==> config.mk <==
export PLATFORM = sky130hd
export DESIGN_NAME = ps2_keyboard_rx
export DESIGN_NICKNAME = d
export VERILOG_FILES = /design/src/rtl/ps2_keyboard_rx.sv
export SDC_FILE = /design/constraint.sdc
export NUM_CORES = 1
export LEC_CHECK = 0
export CAP_MARGIN = 10
export CORE_MARGIN = 2
export CORE_UTILIZATION = 45
export CTS_CLUSTER_DIAMETER = 30
export DETAILED_ROUTE_END_ITERATION = 8
export SLEW_MARGIN = 20
export SYNTH_ARGS = -nofsm -noshare
export SYNTH_HDL_FRONTEND = slang
export SYNTH_SLANG_ARGS = --single-unit
==> constraint.sdc <==
create_clock -name clock -period 3.8 [get_ports clock]
set_clock_uncertainty 0.15 [all_clocks]
set_input_delay 0.76 -clock clock [delete_from_list [all_inputs] [get_ports clock]]
set_output_delay 0.76 -clock clock [all_outputs]
set_load 0.01 [all_outputs]
==> src/rtl/ps2_keyboard_rx.sv <==
// PS/2 keyboard receiver: synchronises and filters the PS/2 lines, deframes
// 11-bit frames (start, 8 data LSB first, odd parity, stop) and buffers raw
// scancode bytes in a small show-ahead FIFO read by the CPU keyboard port.
module ps2_keyboard_rx #(
  parameter int FILTER_LEN     = 4,
  parameter int TIMEOUT_CYCLES = 25000,
  parameter int FIFO_AW        = 3
) (
  input  logic       clock,
  input  logic       reset,
  input  logic       ps2_clk,
  input  logic       ps2_data,
  input  logic       kb_tr,
  input  logic       kb_clr,
  output logic [7:0] kb_ch,
  output logic       kb_hit,
  output logic       kb_err,
  output logic       kb_ovf
);

  localparam int DEPTH = 1 << FIFO_AW;
  localparam int FW    = $clog2(FILTER_LEN + 1);
  localparam int TW    = $clog2(TIMEOUT_CYCLES + 1);

  localparam logic [FW-1:0]    FILT_LAST  = FW'(FILTER_LEN - 1);
  localparam logic [TW-1:0]    TO_LAST    = TW'(TIMEOUT_CYCLES - 1);
  localparam logic [FIFO_AW:0] FULL_COUNT = (FIFO_AW + 1)'(DEPTH);

  typedef enum logic [1:0] {
    IDLE,
    DATA,
    PARITY,
    STOP
  } state_t;

  // Input synchroniser and filter state
  logic          clk_meta, clk_sync;
  logic          data_meta, data_sync;
  logic          filt_clk, filt_prev;
  logic [FW-1:0] filt_cnt;
  logic          fall;

  // Deframer state
  state_t        state, state_next;
  logic [2:0]    bit_cnt, bit_cnt_next;
  logic [7:0]    shift, shift_next;
  logic          perr, perr_next;
  logic          push;
  logic          frame_err;

  // Inter-edge timeout
  logic [TW-1:0] to_cnt;
  logic          timeout;

  // FIFO
  logic [7:0]         mem [DEPTH];
  logic [FIFO_AW-1:0] wr_ptr, rd_ptr;
  logic [FIFO_AW:0]   count;
  logic               tr_q;
  logic               pop_req, fifo_empty, fifo_full;
  logic               do_pop, do_push, ovf_set;

  // Two-stage synchronisers for the asynchronous PS/2 lines
  always_ff @(posedge clock) begin
    if (reset) begin
      clk_meta  <= 1'b0;
      clk_sync  <= 1'b0;
      data_meta <= 1'b0;
      data_sync <= 1'b0;
    end else begin
      clk_meta  <= ps2_clk;
      clk_sync  <= clk_meta;
      data_meta <= ps2_data;
      data_sync <= data_meta;
    end
  end

  // Debounce the PS/2 clock: follow it only after FILTER_LEN differing samples
  always_ff @(posedge clock) begin
    if (reset) begin
      filt_clk  <= 1'b0;
      filt_prev <= 1'b0;
      filt_cnt  <= '0;
    end else begin
      filt_prev <= filt_clk;
      if (clk_sync == filt_clk) begin
        filt_cnt <= '0;
      end else if (filt_cnt == FILT_LAST) begin
        filt_clk <= clk_sync;
        filt_cnt <= '0;
      end else begin
        filt_cnt <= filt_cnt + 1'b1;
      end
    end
  end

  assign fall = filt_prev & ~filt_clk;

  // Count idle cycles inside a frame; restart on each falling edge
  always_ff @(posedge clock) begin
    if (reset || state == IDLE || fall || timeout) begin
      to_cnt <= '0;
    end else begin
      to_cnt <= to_cnt + 1'b1;
    end
  end

  assign timeout = (state != IDLE) && !fall && (to_cnt == TO_LAST);

  // Deframer state register
  always_ff @(posedge clock) begin
    if (reset) begin
      state   <= IDLE;
      bit_cnt <= '0;
      shift   <= '0;
      perr    <= 1'b0;
    end else begin
      state   <= state_next;
      bit_cnt <= bit_cnt_next;
      shift   <= shift_next;
      perr    <= perr_next;
    end
  end

  // Deframer next state: advance on each filtered clock fall, abort on timeout
  always_comb begin
    state_next   = state;
    bit_cnt_next = bit_cnt;
    shift_next   = shift;
    perr_next    = perr;
    push         = 1'b0;
    frame_err    = 1'b0;
    if (timeout) begin
      state_next = IDLE;
      frame_err  = 1'b1;
    end else if (fall) begin
      case (state)
        IDLE: begin
          if (!data_sync) begin
            state_next   = DATA;
            bit_cnt_next = '0;
          end
        end
        DATA: begin
          shift_next   = {data_sync, shift[7:1]};
          bit_cnt_next = bit_cnt + 3'd1;
          if (bit_cnt == 3'd7) begin
            state_next = PARITY;
          end
        end
        PARITY: begin
          perr_next  = ~(^shift ^ data_sync);
          state_next = STOP;
        end
        STOP: begin
          if (data_sync && !perr) begin
            push = 1'b1;
          end else begin
            frame_err = 1'b1;
          end
          state_next = IDLE;
        end
        default: state_next = IDLE;
      endcase
    end
  end

  assign pop_req    = kb_tr & ~tr_q;
  assign fifo_empty = (count == '0);
  assign fifo_full  = (count == FULL_COUNT);
  assign do_pop     = pop_req & ~fifo_empty;
  assign do_push    = push & (~fifo_full | do_pop);
  assign ovf_set    = push & fifo_full & ~do_pop;

  // FIFO pointers, occupancy and read-strobe edge detector
  always_ff @(posedge clock) begin
    if (reset) begin
      wr_ptr <= '0;
      rd_ptr <= '0;
      count  <= '0;
      tr_q   <= 1'b0;
    end else begin
      tr_q <= kb_tr;
      if (do_push) begin
        wr_ptr <= wr_ptr + 1'b1;
      end
      if (do_pop) begin
        rd_ptr <= rd_ptr + 1'b1;
      end
      if (do_push && !do_pop) begin
        count <= count + 1'b1;
      end else if (do_pop && !do_push) begin
        count <= count - 1'b1;
      end
    end
  end

  // FIFO storage; contents are only visible while count says they are valid
  always_ff @(posedge clock) begin
    if (do_push) begin
      mem[wr_ptr] <= shift;
    end
  end

  // Sticky error flags; a new event beats a simultaneous clear
  always_ff @(posedge clock) begin
    if (reset) begin
      kb_err <= 1'b0;
      kb_ovf <= 1'b0;
    end else begin
      if (frame_err) begin
        kb_err <= 1'b1;
      end else if (kb_clr) begin
        kb_err <= 1'b0;
      end
      if (ovf_set) begin
        kb_ovf <= 1'b1;
      end else if (kb_clr) begin
        kb_ovf <= 1'b0;
      end
    end
  end

  assign kb_hit = ~fifo_empty;
  assign kb_ch  = fifo_empty ? 8'h00 : mem[rd_ptr];

endmodule

==> impl_summary.txt, run 1 <==
----------------------------------------------------
[Run status]
  Status ... finished, final reports clean

[Logic synthesis]
  Leading cell type by number of instances after synthesis ... edfxtp_1
  Number of flops mapped to enable cells by yosys ... 64
  Main area contributors after synthesis ... edfxtp_1 40%, dfxtp_1 22%, mux4_2 7.5%
  Leading post-synthesis cells by instance count ... 64 x edfxtp_1, 54 x dfxtp_1, 53 x nor2_1
  Number of warnings printed during yosys synthesis ... 0
  Fraction of registers with async set/reset ... 0
  Number of library cell types mapped by synthesis ... 43
  Register area share after synthesis ... 0.622
  Top_reg_cell synth ... edfxtp_1
  Synthesized instance count ... 358
  Seq cells post-synth ... 118
  Number of nets produced by synthesis ... 379
  Cell type contributing the most total cell area after synthesis ... edfxtp_1
  Mean instance size in the synthesized netlist ... 13.5 um^2
  Syn Std Cell Area ... 0.00483 mm^2
  Top cell type's share of synthesized area ... 0.398

[STA]
  Max_slew headroom ... 0.463
  Shortest clock period the worst path allows after layout ... 3.39 ns
  Setup-violating endpoint count in the final report ... 0
  Tightest hold margin ... 0.271 ns
  RSZ-0062 raised after global routing ... false
  Maximum clock frequency ... 295 MHz
  Number of failing hold endpoints at the final stage ... 0
  Final count of pins violating max slew ... 0
  Transition time at the pin with the least slew margin ... 0.803 ns
  Post-route fraction of the period consumed by the critical path ... 0.893
  Post-Route Setup TNS ... 0 ns

[Power]
  Max rail drop VDD ... 490 uV
  Power density relative to cell area ... 650 mW/mm^2
  Static power due to leakage ... 1.98 nW

[Critical path]
  CP max-delay cell ... dfxtp_1
  Reg-to-reg setup timing slack ... 0.94 ns
  Critical Path End ... kb_ch[5]
  Arrival time of the worst setup path ... 2.48 ns
  Data required time at the worst endpoint ... 2.89 ns
  Top Family by Delay on Critical Path ... flip-flops
  Capturing element type of the critical path ... primary output
  Buffers & Inverters on Critical Path ... 1
  Ordered list of cells on the worst path ... mux4_2, mux2i_1, nor2_1, clkdlybuf4s50_1
  Start-to-end type of the worst setup path ... flop to primary output
  Levels on crit path ... 4
  Max stage delay on crit path ... 0.82 ns
  Critical register-to-register path endpoint ... count[3]
  Critical Path Start Type ... flop
  Number of cells traversed by the worst register-to-register path ... 12
  Biggest fanout along the worst timing path ... 16
  Startpoint of the worst-slack reg-to-reg timing path ... count[0]

[Clock tree]
  Number of setup buffers added after CTS ... 0
  Clock-pin slew reported for the worst setup and hold paths after clock tree synthesis ... 0.06 ns
  Number of CTS-inserted buffers ... 17
  Clock tree root buffer cell ... clkbuf_8
  Maximum number of buffers from clock root to sink ... 2
  Depth of the CTS H-tree ... 4
  TritonCTS clock tree ... yes
  CTS hold repair buffers ... 0
  Number of clock sinks ... 118
  Resize count post-CTS ... 0
  Worst-skew pair later-pin latency ... 0.51 ns

[Global routing]
  Largest net degree at the start of global routing ... 36
  Number of global-route vias before repair ... 2902
  Initial antenna violation count ... 0
  Wire length of the first global-routing pass ... 14200 um
  Residual overflow from global routing ... 0
  Overall track demand over capacity in global routing ... 0.165

[Placed design]
  Number of port buffers ... 16
  Global placement routability congestion ... 0.798
  Hpwl dp ... 5460 um

[Final layout]
  Final Net Count ... 408
  Filler instances ... 877
  P&R area growth vs syn ... 19.4%
  Layout cells sized above 1 ... 0.158
  Number of inserted diodes ... 0

[Detailed routing]
  Total wirelength of the detailed-routed design ... 8300 um
  Detailed Routing Iterations Pass 1 ... 4
  Residual antenna-violating net count after detailed routing ... 0
  Average wire per standard cell ... 15.5 um
  Mean number of vias per cell ... 5.14
  Total vias in the final route ... 2753
  Residual DRC count ... 0
  Iter 0 DRT Violations ... 127

[Die]
  Placeable Area ... 0.0104 mm^2
  Die outline height ... 108 um
  Total die area ... 0.0116 mm^2
  Die outline width ... 108 um
  I/O pin count ... 17
  Count of standard-cell rows ... 37
  Starting density of the core ... 0.466

[Min path]
  Cell depth of the worst hold path ... 1
  Type of the most critical hold path ... flop to flop

[Flow run]
  Number of maximum-capacitance violations ... 0

----------------------------------------------------
through the flow:
stage	util	total power [mW]	setup WS, ns	area [um^2]	cells
3_3_place_gp	0.496	2.12	0.460	5140	504
3_5_place_dp	0.496	2.13	0.352	5140	504
2_1_floorplan	-	1.87	0.839	4830	358
5_1_grt	0.556	3.92	0.276	5770	536
4_1_cts	0.556	3.79	0.342	5770	536
6_report	0.556	3.75	0.407	5770	536
cell families (layout without fill, tap and decap cells):
group / count (synthesis) / count (layout) / synth area share
AO/OA/AOI/OAI: 20 / 20 / 0.0298
XOR/XNOR: 29 / 29 / 0.0526
adder cells (fa/ha/maj): 15 / 15 / 0.0404
buffers and inverters: 22 / 64 / 0.0205
flip-flops: 118 / 118 / 0.622
multiplexers: 35 / 35 / 0.114
AND/OR/NAND/NOR: 119 / 119 / 0.121
worst min-delay path by stage:
stage	endpoint	startpoint	slack, ns
final	filt_cnt[0]	filt_cnt[0]	0.27
after global routing	filt_cnt[0]	filt_cnt[0]	0.30
after CTS	filt_cnt[0]	filt_cnt[0]	0.28
after detailed placement	filt_cnt[0]	filt_cnt[0]	0.27
after global placement	filt_cnt[0]	filt_cnt[0]	0.26
after floorplan	filt_cnt[0]	filt_cnt[0]	0.25
worst register-to-register path: cells and delay by family, from the launching register on:
family,cells,cell delay (ns)
AND/OR/NAND/NOR,3,0.66
buffers and inverters,3,0.41
XOR/XNOR,1,0.09
AO/OA/AOI/OAI,3,0.50
flip-flops,1,0.50
adder cells (fa/ha/maj),2,0.49
area by class of cell:
type	count	area, um^2	area share
clock buffer	18	428	0.0742
clock inverter	14	196	0.0340
inverter	10	37.5	0.00651
multi-input combinational	218	1730	0.300
sequential	118	3000	0.520
tap	136	170	0.0295
timing repair buffer	22	205	0.0356
routing by layer:
metal | up-vias | share of wire | GRT usage
met3 | 9 | 0.033 | 0.0563
li1 | 1343 | - | -
met2 | 61 | 0.48 | 0.262
met4 | 0 | 0.010 | 0.0632
met5 | - | 0 | 0
met1 | 1340 | 0.47 | 0.210
flip-flops by register name, summed over array words and instances (netlist names), 3 cells and up, named ones only:
name,cells
bit_cnt,3
count,4
filt_cnt,3
mem,64
rd_ptr,3
shift,8
to_cnt,15
wr_ptr,3
report_power, final:
part	internal, mW	switching [mW]	leakage [nW]
clock	1.09	0.572	0.300
combinational	0.372	0.298	0.654
sequential	1.37	0.0526	1.03
placed cells by master, fill, tap and decap left out, types with 7 or more instances in the layout:
cell,netlist,final
xnor2_1,15,15
inv_1,10,10
mux4_2,16,16
nand2_1,16,16
clkbuf_16,0,16
xor2_1,14,14
dfxtp_1,54,54
nor2_1,53,53
a21oi_1,10,10
nor2b_1,7,7
ha_1,14,14
nand3_1,11,11
mux2i_1,19,19
clkdlybuf4s50_1,0,16
edfxtp_1,64,64
(Power assumes the default switching activity.)
==> run 2: changes to the inputs <==
- clock period: 3.8 -> 3.94 ns (I/O delays scaled with it)
==> impl_summary.txt, run 2 (synthesis gave the netlist of run 1 again) <==
----------------------------------------------------
[STA]
  Transition time at the pin with the least slew margin ... 0.804 ns (+0.000720 ns)
  Number of failing hold endpoints at the final stage ... 0 (unchanged)
  Max_slew headroom ... 0.463 (+0.000765)
  RSZ-0062 raised after global routing ... false
  Post-route fraction of the period consumed by the critical path ... 0.878
  Maximum clock frequency ... 289 MHz
  Post-Route Setup TNS ... 0 ns (unchanged)
  Final count of pins violating max slew ... 0 (unchanged)
  Shortest clock period the worst path allows after layout ... 3.46 ns
  Setup-violating endpoint count in the final report ... 0 (unchanged)

[Detailed routing]
  Average wire per standard cell ... 14.9 um (-3.6%)
  Mean number of vias per cell ... 5.07 (-1.4%)
  Detailed Routing Iterations Pass 1 ... 5 (+1)
  Routed wire length on met3 ... 274 um (+1.5%)
  Iter 0 DRT Violations ... 88 (-31%)
  Residual antenna-violating net count after detailed routing ... 0 (unchanged)
  Detailed-route wire length on metal 1 ... 3820 um (-3.0%)
  Sum of met2 wire segment lengths after detailed routing ... 3780 um (-5.7%)
  Total vias in the final route ... 2715 (-1.4%)
  Total wirelength of the detailed-routed design ... 8000 um (-3.6%)
  Residual DRC count ... 0 (unchanged)
  Highest layer used for signal routing ... met4

[Critical path]
  Start-to-end type of the worst setup path ... flop to primary output
  Data required time at the worst endpoint ... 3.00 ns (+0.11 ns)
  Capturing element type of the critical path ... primary output
  Biggest fanout along the worst timing path ... 16 (unchanged)
  Arrival time of the worst setup path ... 2.52 ns (+0.04 ns)
  Critical Path Start Type ... flop

[Run status]
  Status ... finished, final reports clean

[Clock tree]
  Number of setup buffers added after CTS ... 0 (unchanged)
  Number of CTS-inserted buffers ... 17 (unchanged)
  Resize count post-CTS ... 0 (unchanged)
  Maximum number of buffers from clock root to sink ... 2 (unchanged)
  Clock-pin slew reported for the worst setup and hold paths after clock tree synthesis ... 0.06 ns (about the same)
  TritonCTS clock tree ... yes
  Depth of the CTS H-tree ... 4 (unchanged)
  Clock tree root buffer cell ... clkbuf_8
  CTS hold repair buffers ... 0 (unchanged)
  Number of clock sinks ... 118 (unchanged)
  Worst-skew pair later-pin latency ... 0.51 ns (about the same)

[Power]
  Power density relative to cell area ... 582 mW/mm^2 (-10%)
  Static power due to leakage ... 1.93 nW (-2.7%)
  Max rail drop VDD ... 392 uV (-20%)
  Overall power ... 3.28 mW (-13%)

[Die]
  Starting density of the core ... 0.466 (unchanged)
  Count of standard-cell rows ... 37 (unchanged)
  Total die area ... 0.0116 mm^2 (unchanged)
  Die outline height ... 108 um (unchanged)
  I/O pin count ... 17 (unchanged)
  Die outline width ... 108 um (unchanged)
  Placeable Area ... 0.0104 mm^2 (unchanged)

[Final layout]
  Layout cells sized above 1 ... 0.148 (-0.0100)
  Most frequent standard cell in the layout excluding fill and tap cells ... edfxtp_1
  Area used by multi-input combinational logic ... 0.00173 mm^2 (unchanged)
  Filler instances ... 887 (+1.1%)
  Register with the most flip-flops ... mem
  Registers with the most flip-flops ... mem x64, to_cnt x15, shift x8
  Area taken by flip-flops and latches ... 0.00300 mm^2 (unchanged)
  Most frequent cells in the layout ... 64 x edfxtp_1, 54 x dfxtp_1, 53 x nor2_1
  Final Net Count ... 408 (unchanged)
  P&R area growth vs syn ... 16.6%
  Number of flip-flops under the largest register name ... 64 (unchanged)
  Number of inserted diodes ... 0 (unchanged)

[Global routing]
  Overall track demand over capacity in global routing ... 0.158 (-0.00743)
  Wire length of the first global-routing pass ... 13700 um (-3.5%)
  Residual overflow from global routing ... 0 (unchanged)
  Number of global-route vias before repair ... 2802 (-3.4%)
  Initial antenna violation count ... 0 (unchanged)
  Largest net degree at the start of global routing ... 36 (unchanged)

[Min path]
  Type of the most critical hold path ... flop to flop

[Placed design]
  Hpwl dp ... 5290 um (-3.1%)
  Global placement routability congestion ... 0.772 (-3.3%)
  Number of port buffers ... 16 (unchanged)

[Flow run]
  Number of maximum-capacitance violations ... 0 (unchanged)

----------------------------------------------------
[run 2: cell count changes in the layout (fill, tap and decap cells not counted)]
cell,previous run,this run
clkinv_2,1,8
inv_6,4,0
clkinv_1,1,2
clkbuf_1,0,3
clkinvlp_4,2,1
clkbuf_8,2,1
clkinv_4,2,1
bufinv_16,4,0
[run 2: through the flow]
stage	hold WS, ns	instance area [um^2]	setup slack (ns)	utilization	instances
2_1_floorplan	0.249	4830	0.951	-	358
3_3_place_gp	0.256	5140	0.578	0.496	504
3_5_place_dp	0.275	5140	0.524	0.496	504
4_1_cts	0.283	5630	0.422	0.543	536
5_1_grt	0.304	5630	0.351	0.543	536
6_report	0.274	5630	0.480	0.543	536
[run 2: path summary, 6_finish.rpt]
path / to / cells past startpoint / slack [ns] / startpoint
hold / removal: filt_cnt[0] / 1 / 0.27 / filt_cnt[0]
setup reg to reg: count[3] / 12 / 1.13 / count[0]
setup / recovery: kb_ch[7] / 4 / 0.48 / flop
hold reg to reg: filt_cnt[0] / 1 / 0.27 / filt_cnt[0]
[run 2: area by class of cell]
cell class | count | area share
Sequential cell | 118 | 0.533
Multi-Input combinational cell | 218 | 0.307
Clock buffer | 20 | 0.0755
Timing Repair Buffer | 22 | 0.0364
Tap cell | 136 | 0.0302
Clock inverter | 12 | 0.0113
Inverter | 10 | 0.00666
[run 2: per-layer routing]
layer | GRT usage | vias to the layer above
met5 | 0 | -
met4 | 0.0687 | 0
met3 | 0.0436 | 11
met2 | 0.249 | 41
met1 | 0.204 | 1322
li1 | - | 1341
[run 2: report_power, final]
part,switching (mW),internal (mW)
Clock,0.505,0.755
Sequential,0.0517,1.32
Combinational,0.288,0.358
[run 2: worst max-delay path, cell delays in order (launching register included)]
cell	delay, ns
dfxtp_1	0.83
mux4_2	0.42
mux2i_1	0.20
nor2_1	0.07
clkdlybuf4s50_1	0.47
==> run 3: changes to the inputs <==
- CORE_MARGIN: 2 -> 1.5
==> impl_summary.txt, run 3 (synthesis gave the netlist of run 1 again) <==
----------------------------------------------------
[Clock tree]
  Depth of the CTS H-tree ... 4 (unchanged)
  CTS hold repair buffers ... 0 (unchanged)
  Number of setup buffers added after CTS ... 0 (unchanged)
  Maximum number of buffers from clock root to sink ... 2 (unchanged)
  Number of CTS-inserted buffers ... 17 (unchanged)
  Worst-skew pair later-pin latency ... 0.51 ns (about the same)
  Clock tree root buffer cell ... clkbuf_8
  Number of clock sinks ... 118 (unchanged)
  Resize count post-CTS ... 0 (unchanged)
  Clock-pin slew reported for the worst setup and hold paths after clock tree synthesis ... 0.06 ns (about the same)
  TritonCTS clock tree ... yes

[Critical path]
  Biggest fanout along the worst timing path ... 16 (unchanged)
  Critical Path Start Type ... flop
  Startpoint of the worst-slack reg-to-reg timing path ... state[1]
  Critical register-to-register path endpoint ... count[3]
  Capturing element type of the critical path ... primary output
  Reg-to-reg setup timing slack ... 1.23 ns (+0.10 ns)
  Data required time at the worst endpoint ... 3.00 ns (about the same)
  Arrival time of the worst setup path ... 2.52 ns (about the same)
  Start-to-end type of the worst setup path ... flop to primary output
  Number of cells traversed by the worst register-to-register path ... 11 (-1)

[Global routing]
  Number of global-route vias before repair ... 2829 (+0.96%)
  Wire length of the first global-routing pass ... 14100 um (+2.4%)
  Residual overflow from global routing ... 0 (unchanged)
  Overall track demand over capacity in global routing ... 0.166 (+0.00829)
  Largest net degree at the start of global routing ... 36 (unchanged)
  Initial antenna violation count ... 0 (unchanged)

[Detailed routing]
  Average wire per standard cell ... 15.5 um (+3.8%)
  Total vias in the final route ... 2721 (+0.22%)
  Routed wire length on met3 ... 224 um (-18%)
  Detailed-route wire length on metal 1 ... 3760 um (-1.5%)
  Sum of met2 wire segment lengths after detailed routing ... 4220 um (+11%)
  Residual antenna-violating net count after detailed routing ... 0 (unchanged)
  Total wirelength of the detailed-routed design ... 8300 um (+3.8%)
  Mean number of vias per cell ... 5.08 (+0.22%)
  Iter 0 DRT Violations ... 132 (+50%)
  Detailed Routing Iterations Pass 1 ... 4 (-1)
  Highest layer used for signal routing ... met4
  Residual DRC count ... 0 (unchanged)

[Final layout]
  Layout cells sized above 1 ... 0.155 (+0.00750)
  Post-route insts no fill ... 536 (unchanged)
  Summed area of non-filler cells in the final layout ... 0.00570 mm^2 (+1.1%)
  P&R area growth vs syn ... 17.9%
  Most frequent standard cell in the layout excluding fill and tap cells ... edfxtp_1
  Most frequent cells in the layout ... 64 x edfxtp_1, 54 x dfxtp_1, 53 x nor2_1
  Number of inserted diodes ... 0 (unchanged)
  Registers with the most flip-flops ... mem x64, to_cnt x15, shift x8
  Register with the most flip-flops ... mem
  Final Net Count ... 408 (unchanged)
  Number of flip-flops under the largest register name ... 64 (unchanged)

[Placed design]
  Global placement routability congestion ... 0.763 (-1.2%)
  Post-placement cell count ... 504 (unchanged)
  Number of port buffers ... 16 (unchanged)
  Post-place instance area ... 0.00514 mm^2 (unchanged)
  Hpwl dp ... 5370 um (+1.4%)

[Die]
  Starting density of the core ... 0.466 (unchanged)
  Total die area ... 0.0114 mm^2 (-1.8%)
  Placeable Area ... 0.0104 mm^2 (unchanged)
  Die outline width ... 107 um (-0.93%)
  I/O pin count ... 17 (unchanged)
  Die outline height ... 107 um (-0.93%)
  Count of standard-cell rows ... 37 (unchanged)

[Power]
  Power density relative to cell area ... 603 mW/mm^2 (+3.8%)
  Max rail drop VDD ... 357 uV (-9.0%)
  Static power due to leakage ... 1.96 nW (+1.3%)

[STA]
  Post-Route Setup TNS ... 0 ns (unchanged)
  Maximum clock frequency ... 289 MHz (about the same)
  Transition time at the pin with the least slew margin ... 0.825 ns (+0.0206 ns)
  RSZ-0062 raised after global routing ... false
  Final count of pins violating max slew ... 0 (unchanged)
  Number of failing hold endpoints at the final stage ... 0 (unchanged)
  Max_slew headroom ... 0.450 (-0.0138)
  Setup-violating endpoint count in the final report ... 0 (unchanged)
  Post-route fraction of the period consumed by the critical path ... 0.879 (about the same)
  Shortest clock period the worst path allows after layout ... 3.46 ns (+0.00175 ns)

[Run status]
  Status ... finished, final reports clean

[Min path]
  Hold Path End ... filt_cnt[0]
  Cell depth of the worst hold path ... 1 (unchanged)
  Beginning of the worst hold path ... filt_cnt[0]
  Type of the most critical hold path ... flop to flop

[Flow run]
  Number of maximum-capacitance violations ... 0 (unchanged)

----------------------------------------------------
## run 3: cell count changes in the layout (fill, tap and decap cells not counted), sizes merged
| cell | before | now |
|---|---|---|
| bufinv | 0 | 2 |
| clkbuf | 20 | 18 |
| clkinv | 11 | 9 |
| clkinvlp | 1 | 2 |
| inv | 10 | 11 |
## run 3: worst max path at each step
stage | start | to | slack, ns
final | flop | kb_ch[7] | 0.48
after global routing | flop | kb_ch[7] | 0.37
after CTS | flop | kb_ch[7] | 0.44
after detailed placement | kb_tr | count[3] | 0.49
after global placement | kb_tr | count[3] | 0.56
after floorplan | kb_tr | count[3] | 0.95
## run 3: area by class of cell
cell class / count / area [um^2]
fill: 887 / 4670
sequential: 118 / 3000
multi-input combinational: 218 / 1730
clock buffer: 18 / 418
timing repair buffer: 22 / 205
tap: 136 / 170
clock inverter: 14 / 135
inverter: 10 / 37.5
## run 3: through the flow
stage / hold slack (ns) / setup slack (ns) / utilization / power [mW]
2_1_floorplan: 0.249 / 0.951 / - / 1.80
3_3_place_gp: 0.257 / 0.561 / 0.496 / 2.04
3_5_place_dp: 0.268 / 0.494 / 0.496 / 2.05
4_1_cts: 0.276 / 0.437 / 0.549 / 3.48
5_1_grt: 0.298 / 0.367 / 0.549 / 3.60
6_report: 0.274 / 0.478 / 0.549 / 3.44
## run 3: where the power goes
part           switching (mW)  total [mW]  leakage [nW]  internal (mW)
registers              0.0511        1.37          1.03           1.32
logic                   0.290       0.650         0.654          0.359
clock network           0.529        1.42         0.272          0.891
## run 3: per-layer routing
layer / global-route usage / vias up
met5: 0 / -
met4: 0.0638 / 0
met3: 0.0462 / 10
met2: 0.280 / 32
met1: 0.203 / 1337
li1: - / 1342
## run 3: critical path, stage by stage, from the launching register on
cell and delay [ns]:
dfxtp_1 0.86, mux4_2 0.42, mux2i_1 0.21, nor2_1 0.06, clkdlybuf4s50_1 0.47
